[src/rtl/haze_synthesis.sv]
`default_nettype none
// ============================================================================
// Module   : haze_synthesis
// Brief    : Forward haze model I = A + (J - A)*t. Three-stage elastic pipeline.
// Revision : 1.0 - initial release
// ============================================================================
module haze_synthesis #(
   parameter int PIXELS_PER_FRAME = 262144,
   parameter int CNT_W            = 18
) (
   input  logic        clk,
   input  logic        rst,
   input  logic [7:0]  J_R,
   input  logic [7:0]  J_G,
   input  logic [7:0]  J_B,
   input  logic [7:0]  A_R,
   input  logic [7:0]  A_G,
   input  logic [7:0]  A_B,
   input  logic [15:0] transmission,
   input  logic        i_valid,
   output logic        i_ready,
   output logic [7:0]  I_R,
   output logic [7:0]  I_G,
   output logic [7:0]  I_B,
   output logic        o_valid,
   input  logic        o_ready,
   output logic        o_frame_done
);

   localparam logic [CNT_W-1:0] c_LAST_IDX = CNT_W'(PIXELS_PER_FRAME - 1);

   logic               r_v1, r_v2, r_v3;
   logic signed [8:0]  r_diff [3];
   logic [7:0]         r_a1   [3];
   logic [15:0]        r_t1;
   logic signed [25:0] r_prod [3];
   logic [7:0]         r_a2   [3];
   logic [7:0]         r_out  [3];
   logic [CNT_W-1:0]   r_cnt;

   logic [7:0] w_j [3];
   logic [7:0] w_a [3];
   logic       w_en1, w_en2, w_en3;

   assign w_j[0] = J_R;
   assign w_j[1] = J_G;
   assign w_j[2] = J_B;
   assign w_a[0] = A_R;
   assign w_a[1] = A_G;
   assign w_a[2] = A_B;

   // Each stage may load when empty or when its successor frees a slot this cycle.
   assign w_en3   = !r_v3 || o_ready;
   assign w_en2   = !r_v2 || w_en3;
   assign w_en1   = !r_v1 || w_en2;
   assign i_ready = !rst && w_en1;

   assign o_valid      = r_v3;
   assign I_R          = r_out[0];
   assign I_G          = r_out[1];
   assign I_B          = r_out[2];
   assign o_frame_done = r_v3 && (r_cnt == c_LAST_IDX);

   // Round half toward +inf, add back A, clamp to the 8-bit pixel range.
   function automatic logic [7:0] f_recombine(input logic [7:0] a, input logic signed [25:0] prod);
      logic signed [25:0] v_rnd;
      logic signed [9:0]  v_q;
      logic signed [10:0] v_sum;
      v_rnd = prod + 26'sd32768;
      v_q   = v_rnd[25:16];
      v_sum = $signed({3'b000, a}) + $signed({v_q[9], v_q});
      if (v_sum < 0)
         return 8'd0;
      else if (v_sum > 11'sd255)
         return 8'd255;
      else
         return v_sum[7:0];
   endfunction

   always_ff @(posedge clk or posedge rst) begin
      if (rst) begin
         r_v1  <= 1'b0;
         r_v2  <= 1'b0;
         r_v3  <= 1'b0;
         r_t1  <= '0;
         r_cnt <= '0;
         for (int c = 0; c < 3; c++) begin
            r_diff[c] <= '0;
            r_a1[c]   <= '0;
            r_prod[c] <= '0;
            r_a2[c]   <= '0;
            r_out[c]  <= '0;
         end
      end else begin
         if (w_en1) begin
            r_v1 <= i_valid;
            if (i_valid) begin
               r_t1 <= transmission;
               for (int c = 0; c < 3; c++) begin
                  r_diff[c] <= $signed({1'b0, w_j[c]}) - $signed({1'b0, w_a[c]});
                  r_a1[c]   <= w_a[c];
               end
            end
         end
         if (w_en2) begin
            r_v2 <= r_v1;
            if (r_v1) begin
               for (int c = 0; c < 3; c++) begin
                  r_prod[c] <= r_diff[c] * $signed({1'b0, r_t1});
                  r_a2[c]   <= r_a1[c];
               end
            end
         end
         if (w_en3) begin
            r_v3 <= r_v2;
            if (r_v2) begin
               for (int c = 0; c < 3; c++)
                  r_out[c] <= f_recombine(r_a2[c], r_prod[c]);
            end
         end
         if (r_v3 && o_ready) begin
            if (r_cnt == c_LAST_IDX)
               r_cnt <= '0;
            else
               r_cnt <= r_cnt + 1'b1;
         end
      end
   end

endmodule
`default_nettype wire

[config.mk]
export PLATFORM = sky130hd
export DESIGN_NAME = haze_synthesis
export DESIGN_NICKNAME = d
export VERILOG_FILES = /design/src/rtl/haze_synthesis.sv
export SDC_FILE = /design/constraint.sdc
export NUM_CORES = 1
export LEC_CHECK = 0
export ABC_CLOCK_PERIOD_IN_PS = 6300
export CAP_MARGIN = 10
export CORE_ASPECT_RATIO = 0.75
export CORE_MARGIN = 2
export CORE_UTILIZATION = 57
export DETAILED_ROUTE_END_ITERATION = 6
export PLACE_DENSITY = 0.86
export SLEW_MARGIN = 25
export SYNTH_ARGS = -nofsm -noshare
export SYNTH_HDL_FRONTEND = slang
export SYNTH_SLANG_ARGS = --single-unit
[constraint.sdc]
create_clock -name clk -period 6.3 [get_ports clk]
set_input_delay 1.89 -clock clk [delete_from_list [all_inputs] [get_ports clk]]
set_output_delay 1.89 -clock clk [all_outputs]
set_load 0.02 [all_outputs]
# Word level (Yosys, flattened, before mapping)
# Index checks and enable logic that the tools add are counted.
# totals
inputBits,68
wordCells,60
reg_bits,214
# classes
reduce_logical,13
n_addsub,10
mux,7
eq_ne,1
multipliers,3
magnitude_cmp,6
# op_table
op,n
26-bit by 17-bit adder with 26-bit output (second input constant),3
9-bit by 17-bit multiplier with 26-bit output,3
8-bit two-way mux,6
9-bit by 10-bit adder with 11-bit output,3
11-bit by 9-bit greater-than comparator with 1-bit output (second input constant),3
11-bit by 1-bit less-than comparator with 1-bit output (second input constant),3
8-bit by 8-bit subtractor with 9-bit output,3
18-bit by 1-bit adder with 18-bit output (second input constant),1
18-bit equality test (second input constant),1
18-bit two-way mux,1
2-bit AND reduction,3
1-bit logical NOT,4
1-bit logical AND,3
1-bit logical OR,3

# Longest topological paths before layout
# Gate-level depths: netlist (run 1).
# depth
depth_word,5
depth_mapped,21
ltp_nobuf,19

# Least setup slack after synthesis (run 1)
# No wires, ideal clock.
# synth_path
path_kind,reg-to-reg
start,reg r_t1[8]
end,reg r_prod[50] in the netlist's numbering
path_stages_with_launch,19
arrival_time_ns,5.108
t_required_ns,6.174
path_slack_ns,1.066
period_less_slack_ns,5.234
path_cell_list,dfrtp_1 -> clkbuf_1 -> clkbuf_1 -> nand2_1 -> fa_1 -> inv_1 -> fa_1 -> fa_1 -> fa_1 -> fa_1 -> ha_1 -> a21o_1 -> a21oi_1 -> o21ai_0 -> a31oi_2 -> o31ai_1 -> a21oi_1 -> nor2_1 -> o32a_1
# synth_between
elab_chain_len,1
# synth_rtl
element,line,source
from (decl),35,logic [15:0] r_t1;
from (signal assigned),98,r_t1 <= transmission;
9-bit by 17-bit multiplier with 26-bit output,109,"r_prod[c] <= r_diff[c] * $signed({1'b0, r_t1});"
"to (signal, indexed assignment)",109,
to (decl),36,logic signed [25:0] r_prod [3];
# No other way between the ends.
# A chain may end at the register's enable or synchronous reset.

# Worst setup path after layout (run 1)
# layout_path
start,reg r_t1[8]
end,reg r_prod[77] in the netlist's numbering
# Same word-level chain as after synthesis.

==> results by group, run 1 <==
Clock network
  – Clock tree from TritonCTS: yes
  – CTS root buffer: sky130_fd_sc_hd__clkbuf_16
  – Number of gates resized after CTS: 0
  – Clock latency on the worst-skew pair: 460 ps
  – Buffer depth of the longest clock path: 2
  – Number of buffers added by the clock tree synthesis step: 17
  – Clock slew seen by the registers of the worst setup and hold paths: 70 ps
  – Number of sinks handled by clock tree synthesis: about 170
  – CTS hold repair buffers: 0
  – Post-CTS setup buffer count: 0
  – Number of levels the H-tree was split into: 4

STA
  – Final number of setup-violating endpoints: 0
  – Post-route clock period utilization: 0.925
  – Time the final worst path needs with I/O delays and setup: 5830 ps
  – Setup slack after layout: ~470 ps
  – Worst slew pin tran: 955 ps
  – RSZ-0062 raised after global routing: false
  – Final max-slew violation count: 0
  – Skew final: 14.5 ps
  – Setup Total Neg Slack: 0 ps
  – Number of hold violations in the final report: 0
  – Maximum frequency from static timing analysis: 172 MHz
  – Worst relative slew slack: 0.363

Yosys
  – Fraction of the yosys area taken by sequential cells: 0.195
  – Warning count from the yosys run: 0
  – Cell area after technology mapping: 0.0217 mm²
  – Number of distinct library cells after synthesis: 70
  – Top FF cell, synth: sky130_fd_sc_hd__dfrtp_1
  – Register bit total from synthesis: about 170
  – Mean cell area of the mapped netlist: 9.37 µm²
  – Post-synth EDFFs: 0
  – Async S/R FF share, synth: 1.00
  – Synthesized netlist net count: 2926
  – Synthesized netlist cell count: 2314

Placed design
  – Input/output buffers: 94
  – Routability congestion estimate from global placement: approximately 0.9
  – Post-placement worst setup slack: 535 ps
  – Total half-perimeter wirelength after legalization and detailed placement: 39400 µm

Routing
  – Avg Vias per Cell: ~5.7
  – Initial DRC Count: 1151
  – Total wirelength of the detailed-routed design: 50500 µm
  – Via total after detailed routing: 16400
  – Post-route DRC violation count: 0
  – Wire length per cell: 17.6 µm
  – DR pass1 iterations: 5
  – Number of nets with antenna violations after detailed routing: 0

Worst setup path
  – Critical path fanouts, max: 17
  – Crit path arrival time: approximately 6200 ps
  – Worst Path Required: 6630 ps
  – Max stage delay cell, worst path: sky130_fd_sc_hd__dfrtp_1
  – Most Frequent Cell on Critical Path: sky130_fd_sc_hd__fa_1
  – Setup CP Type: register to register
  – Critical path capture point type: register
  – Delay of the slowest cell on the worst path: 810 ps
  – Nature of the critical path startpoint: register
  – Worst-path cell chain: buf_4 -> nand2_1 -> fa_1 -> inv_1 -> fa_1 -> fa_1 -> fa_1 -> ha_1 -> ha_1 -> a2111oi_0 -> o21a_1 -> o32ai_1 -> o21ai_0 -> a31oi_1 -> a31oi_1 -> xnor2_1 -> o21ai_0

Job
  – Number of violations of the max-capacitance limit: 0

GRT
  – Wire length of the first global-routing pass: 86400 µm
  – Vias in the first global route: 17900
  – Pin count of the biggest net entering global routing: 104
  – Layer carrying the most global-route usage: met2
  – Initial antenna violation count: 0
  – Overall fraction of global-route tracks in use: 0.267
  – M1 GR Usage: 0.344
  – Met3 track demand over resource: 0.0430
  – Met2 usage in global routing: 0.462
  – Global route total overflow: 0

Layout
  – Fraction of the core area covered by cells at the end of the flow: 0.636
  – Layout Area Growth over Synthesis: 9.24%
  – Count of nets after finishing: 2960
  – Count of inserted antenna diode cells: 0
  – Share of final-layout standard cells stronger than drive strength 1: 0.0470

Floorplanning
  – Floorplan core area: 0.0372 mm²
  – Number of cell rows: 61
  – Num ports: 95
  – DIE AREA: 0.0396 mm²
  – Effective utilization at floorplan: 0.582
  – Width of the chip: around 230 µm
  – Die boundary height: 173 µm

Run status
  – Run status: completed

Hold path
  – Classification of the worst-slack hold path: register to register
-- per-stage QoR --
step | std cells | area, µm² | hold WS (ps)
2_1_floorplan | 2314 | 21700 | 433
3_3_place_gp | 2833 | 23100 | 444
3_5_place_dp | 2833 | 23100 | 449
4_1_cts | 2865 | 23700 | 466
5_1_grt | 2865 | 23700 | 479
6_report | 2865 | 23700 | 464
-- cells by family after synthesis --
kind of cell	count (synthesis)	share of synthesized area
adders and majority gates	544	0.418
buffers and inverters	388	0.0674
AOI/OAI and AO/OA	281	0.0833
muxes	20	0.0104
DFF	169	0.195
and+or+nand+nor	807	0.184
xor gates and xnor gates	105	0.0424
-- metal layers --
metal	share of wire	up-vias	routed length (µm)
met4	0.028	0	1430
met2	0.49	599	25000
met3	0.067	122	3380
li1	-	7459	-
met1	0.41	8191	20700
met5	0	-	0
-- critical path: cells and delay by family (launching register included) --
| family | cells | cell delay [ps] |
|---|---|---|
| compound gates | 7 | 1690 |
| buf+inv | 2 | 360 |
| simple gates | 1 | 100 |
| fa+ha+maj | 6 | 2580 |
| flops | 1 | 810 |
| xor+xnor | 1 | 160 |
-- cell usage in the layout, fill, tap and decap left out, types with 40 or more instances in the layout --
cell	count
sky130_fd_sc_hd__nor2b_1	50
sky130_fd_sc_hd__nor2_1	50
sky130_fd_sc_hd__dfrtp_1	169
sky130_fd_sc_hd__and2_1	203
sky130_fd_sc_hd__xnor2_1	65
sky130_fd_sc_hd__fa_1	300
sky130_fd_sc_hd__inv_1	278
sky130_fd_sc_hd__o21ai_0	93
sky130_fd_sc_hd__a21oi_1	42
sky130_fd_sc_hd__nand2_1	381
sky130_fd_sc_hd__ha_1	244
sky130_fd_sc_hd__clkdlybuf4s50_1	94
sky130_fd_sc_hd__xor2_1	40
-- sequential cells by signal (all words and copies together), names as in the netlist --
name     cells
I_R          8
r_v2         1
r_cnt       18
r_prod      33
I_G          8
r_diff      27
I_B          8
r_v1         1
r_t1        16
r_a2        24
r_a1        24
o_valid      1
-- Yosys cell counts, drive strengths merged (2+ instances only) --
cell type  count  area, µm²
nand2        384       1440
fa           300       6010
inv          279       1050
ha           244       3050
and2         203       1270
dfrtp        169       4230
clkbuf       103        387
o21ai        103        516
xnor2         65        569
nor2          51        194
nor2b         50        313
a21oi         46        253
xor2          40        350
a21o          36        270
nand3         32        160
mux2          20        225
nand2b        19        119
nand4         14        100
o31ai         14        110
nor3          12       65.1
and3          11       68.8
and4          11        101
a21boi        10       75.1
o211ai        10       75.1
o21bai        10       75.1
o22ai          8       50.1
a31oi          7       50.1
o21a           7       52.6
buf            6       27.5
nor3b          6       45.0
or2            6       37.5
a211oi         4       35.0
a31o           4       35.0
a41oi          4       35.0
a2111o         2       22.5
a2111oi        2       17.5
a221oi         2       23.8
nor4           2       12.5
or3            2       12.5
-- worst paths after layout --
path / startpoint / endpoint / slack [ps] / depth (start not counted)
worst min-delay path: r_a1[0] / r_a2[0] / 460 / 2
min in group asynchronous: rst / r_prod[48] / 1990 / 2
worst max-delay path: r_t1[8] / r_prod[77] / 470 / 17
worst max register to register: r_t1[8] / r_prod[77] / 470 / 17
max in group asynchronous: rst / r_t1[13] / 3280 / 3
worst min register to register: r_a1[0] / r_a2[0] / 460 / 2
-- final cells by class --
cell class | instances | area [µm²]
Timing Repair Buffer | 124 | 1180
Multi-Input combinational cell | 1757 | 16000
Clock buffer | 20 | 467
Fill cell | 2879 | 13600
Sequential cell | 169 | 4230
Tap cell | 504 | 631
Clock inverter | 12 | 129
Inverter | 279 | 1050
Power of run 1 is left out: the tool's default activity adds up to more than one toggle a clock period on the data nets, which glitch-free logic cannot reach.
==> inputs of run 2 (changes only) <==
CORE_ASPECT_RATIO = not set   (was 0.75)
CTS_CLUSTER_SIZE = 14   (was not set)
PLACE_DENSITY = 0.8   (was 0.86)
==> run 2 against run 1 <==
Die area about the same; non-clock buffer count is 3 higher; setup slack got worse by 120 ps; cell area barely moved; clock-buffer cell count decreased by 1; sequential cell count unchanged; routed wire length shrank 2.7%; via count shrank 2.0%; sequential share of layout area about the same; worst hold slack better by 8.3 ps; global-route usage decreased by 0.24 points.
==> results by group, run 2 (synthesized netlist as in run 1, its figures left out) <==
Clock network
  – Number of buffers added by the clock tree synthesis step: 17 (unchanged)
  – Number of sinks handled by clock tree synthesis: 169 (unchanged)
  – Clock tree from TritonCTS: yes (unchanged)
  – Buffer depth of the longest clock path: 2 (unchanged)
  – CTS root buffer: sky130_fd_sc_hd__clkbuf_16 (unchanged)
  – Clock latency on the worst-skew pair: 470 ps (was 460 ps)
  – Post-CTS setup buffer count: 0 (unchanged)
  – Number of levels the H-tree was split into: 4 (unchanged)
  – CTS hold repair buffers: 0 (unchanged)
  – Number of gates resized after CTS: 0 (unchanged)
  – Clock slew seen by the registers of the worst setup and hold paths: 70 ps (about the same)

Worst setup path
  – Critical path capture point type: register (unchanged)
  – Critical path fanouts, max: 21 (was 17)
  – Crit path arrival time: 6270 ps (was 6150 ps)
  – Worst Path Required: 6630 ps (about the same)
  – Setup CP Type: register to register (unchanged)
  – Nature of the critical path startpoint: register (unchanged)

Layout
  – Register with the most flip-flops: r_prod (unchanged)
  – Footprint of the multi-input gates: 0.0160 mm² (unchanged)
  – Share of final-layout standard cells stronger than drive strength 1: 0.0474 (was 0.0470)
  – Registers with the most flip-flops: r_prod: 33 flops, r_diff: 27 flops (unchanged)
  – Count of nets after finishing: 2963 (was 2960)
  – Layout Area Growth over Synthesis: 9.31% (was 9.24%)
  – Fill count: 2977 (was 2879)
  – Commonest cells after routing, fill and taps aside: sky130_fd_sc_hd__nand2_1, sky130_fd_sc_hd__fa_1, sky130_fd_sc_hd__inv_1 (unchanged)
  – Footprint of the flip-flops and latches: 0.00423 mm² (unchanged)
  – Count of inserted antenna diode cells: 0 (unchanged)
  – Most common cell after layout, fill and taps aside: sky130_fd_sc_hd__nand2_1 (unchanged)
  – Number of flip-flops under the largest register name: 33 (unchanged)

STA
  – Setup Total Neg Slack: 0 ps (unchanged)
  – RSZ-0062 raised after global routing: false (unchanged)
  – Post-route clock period utilization: 0.944 (was 0.925)
  – Worst relative slew slack: 0.336 (was 0.363)
  – Final number of setup-violating endpoints: 0 (unchanged)
  – Time the final worst path needs with I/O delays and setup: 5950 ps (was 5830 ps)
  – Final max-slew violation count: 0 (unchanged)
  – Number of hold violations in the final report: 0 (unchanged)
  – Maximum frequency from static timing analysis: 168 MHz (was 172 MHz)
  – Worst slew pin tran: 995 ps (was 955 ps)
  – Skew final: 18.4 ps (was 14.5 ps)

Floorplanning
  – Effective utilization at floorplan: 0.577 (was 0.582)
  – Num ports: 95 (unchanged)
  – DIE AREA: 0.0396 mm² (about the same)
  – Floorplan core area: 0.0376 mm² (was 0.0372 mm²)
  – Width of the chip: 199 µm (was 229 µm)
  – Number of cell rows: 71 (was 61)
  – Die boundary height: 199 µm (was 173 µm)

Routing
  – Initial DRC Count: 1057 (was 1151)
  – Wire length per cell: 17.1 µm (was 17.6 µm)
  – Number of nets with antenna violations after detailed routing: 0 (unchanged)
  – Via total after detailed routing: 16000 (was 16400)
  – DR pass1 iterations: 6 (was 5)
  – Avg Vias per Cell: 5.58 (was 5.71)
  – Total wirelength of the detailed-routed design: 49200 µm (was 50500 µm)
  – Post-route DRC violation count: 0 (unchanged)

Placed design
  – Input/output buffers: 94 (unchanged)
  – Routability congestion estimate from global placement: 0.860 (was 0.914)
  – Total half-perimeter wirelength after legalization and detailed placement: 38200 µm (was 39400 µm)

GRT
  – Wire length of the first global-routing pass: 83000 µm (was 86400 µm)
  – Overall fraction of global-route tracks in use: 0.265 (was 0.267)
  – Vias in the first global route: 17100 (was 17900)
  – Initial antenna violation count: 0 (unchanged)
  – Global route total overflow: 0 (unchanged)
  – Pin count of the biggest net entering global routing: 103 (was 104)

Hold path
  – Classification of the worst-slack hold path: register to register (unchanged)

Run status
  – Run status: completed (unchanged)

Job
  – Number of violations of the max-capacitance limit: 0 (unchanged)
-- run 2: worst paths after layout --
kind,from,endpoint,slack (ps),depth (start not counted)
setup / recovery,r_t1[7],r_prod[19],350,18
hold reg to reg,r_cnt[8],r_cnt[8],470,1
setup reg to reg,r_t1[7],r_prod[19],350,18
hold / removal,r_cnt[8],r_cnt[8],470,1
max in group asynchronous,rst,r_t1[13],3590,3
min in group asynchronous,rst,r_v1,1960,3
-- run 2: layout make-up --
class	instances	share of cell area
timing repair buffer	127	0.0507
sequential	169	0.178
tap	511	0.0270
clock buffer	19	0.0187
clock inverter	12	0.00575
inverter	279	0.0443
multi-input combinational	1757	0.675
-- run 2: per-layer routing --
metal | GRT usage | share of wire
met1 | 0.357 | 0.44
met2 | 0.435 | 0.47
met3 | 0.0488 | 0.066
met4 | 0.0849 | 0.025
met5 | 0 | 0
-- run 2: worst max-delay path: stages, from the launching register on --
cell                        delay [ps]
sky130_fd_sc_hd__dfrtp_1           880
sky130_fd_sc_hd__nand2_1           170
sky130_fd_sc_hd__fa_1              570
sky130_fd_sc_hd__inv_1              50
sky130_fd_sc_hd__fa_1              500
sky130_fd_sc_hd__inv_1              60
sky130_fd_sc_hd__fa_1              540
sky130_fd_sc_hd__inv_1              50
sky130_fd_sc_hd__fa_1              390
sky130_fd_sc_hd__fa_1              410
sky130_fd_sc_hd__ha_1              330
sky130_fd_sc_hd__and4_1            200
sky130_fd_sc_hd__a31oi_1           230
sky130_fd_sc_hd__o2111ai_1         250
sky130_fd_sc_hd__a41oi_1           450
sky130_fd_sc_hd__o21bai_1          200
sky130_fd_sc_hd__a21oi_1           250
sky130_fd_sc_hd__xor2_1            190
sky130_fd_sc_hd__o21ai_0            90
-- run 2: metrics by stage --
stage	area [µm²]	setup slack [ps]	hold slack (ps)	utilization	cells
2_1_floorplan	21700	1070	433	-	2314
3_3_place_gp	23100	696	446	0.615	2843
3_5_place_dp	23100	483	457	0.615	2843
4_1_cts	23700	427	476	0.631	2874
5_1_grt	23700	93.7	497	0.631	2874
6_report	23700	355	472	0.631	2874
Power of run 2 is left out for the same reason.
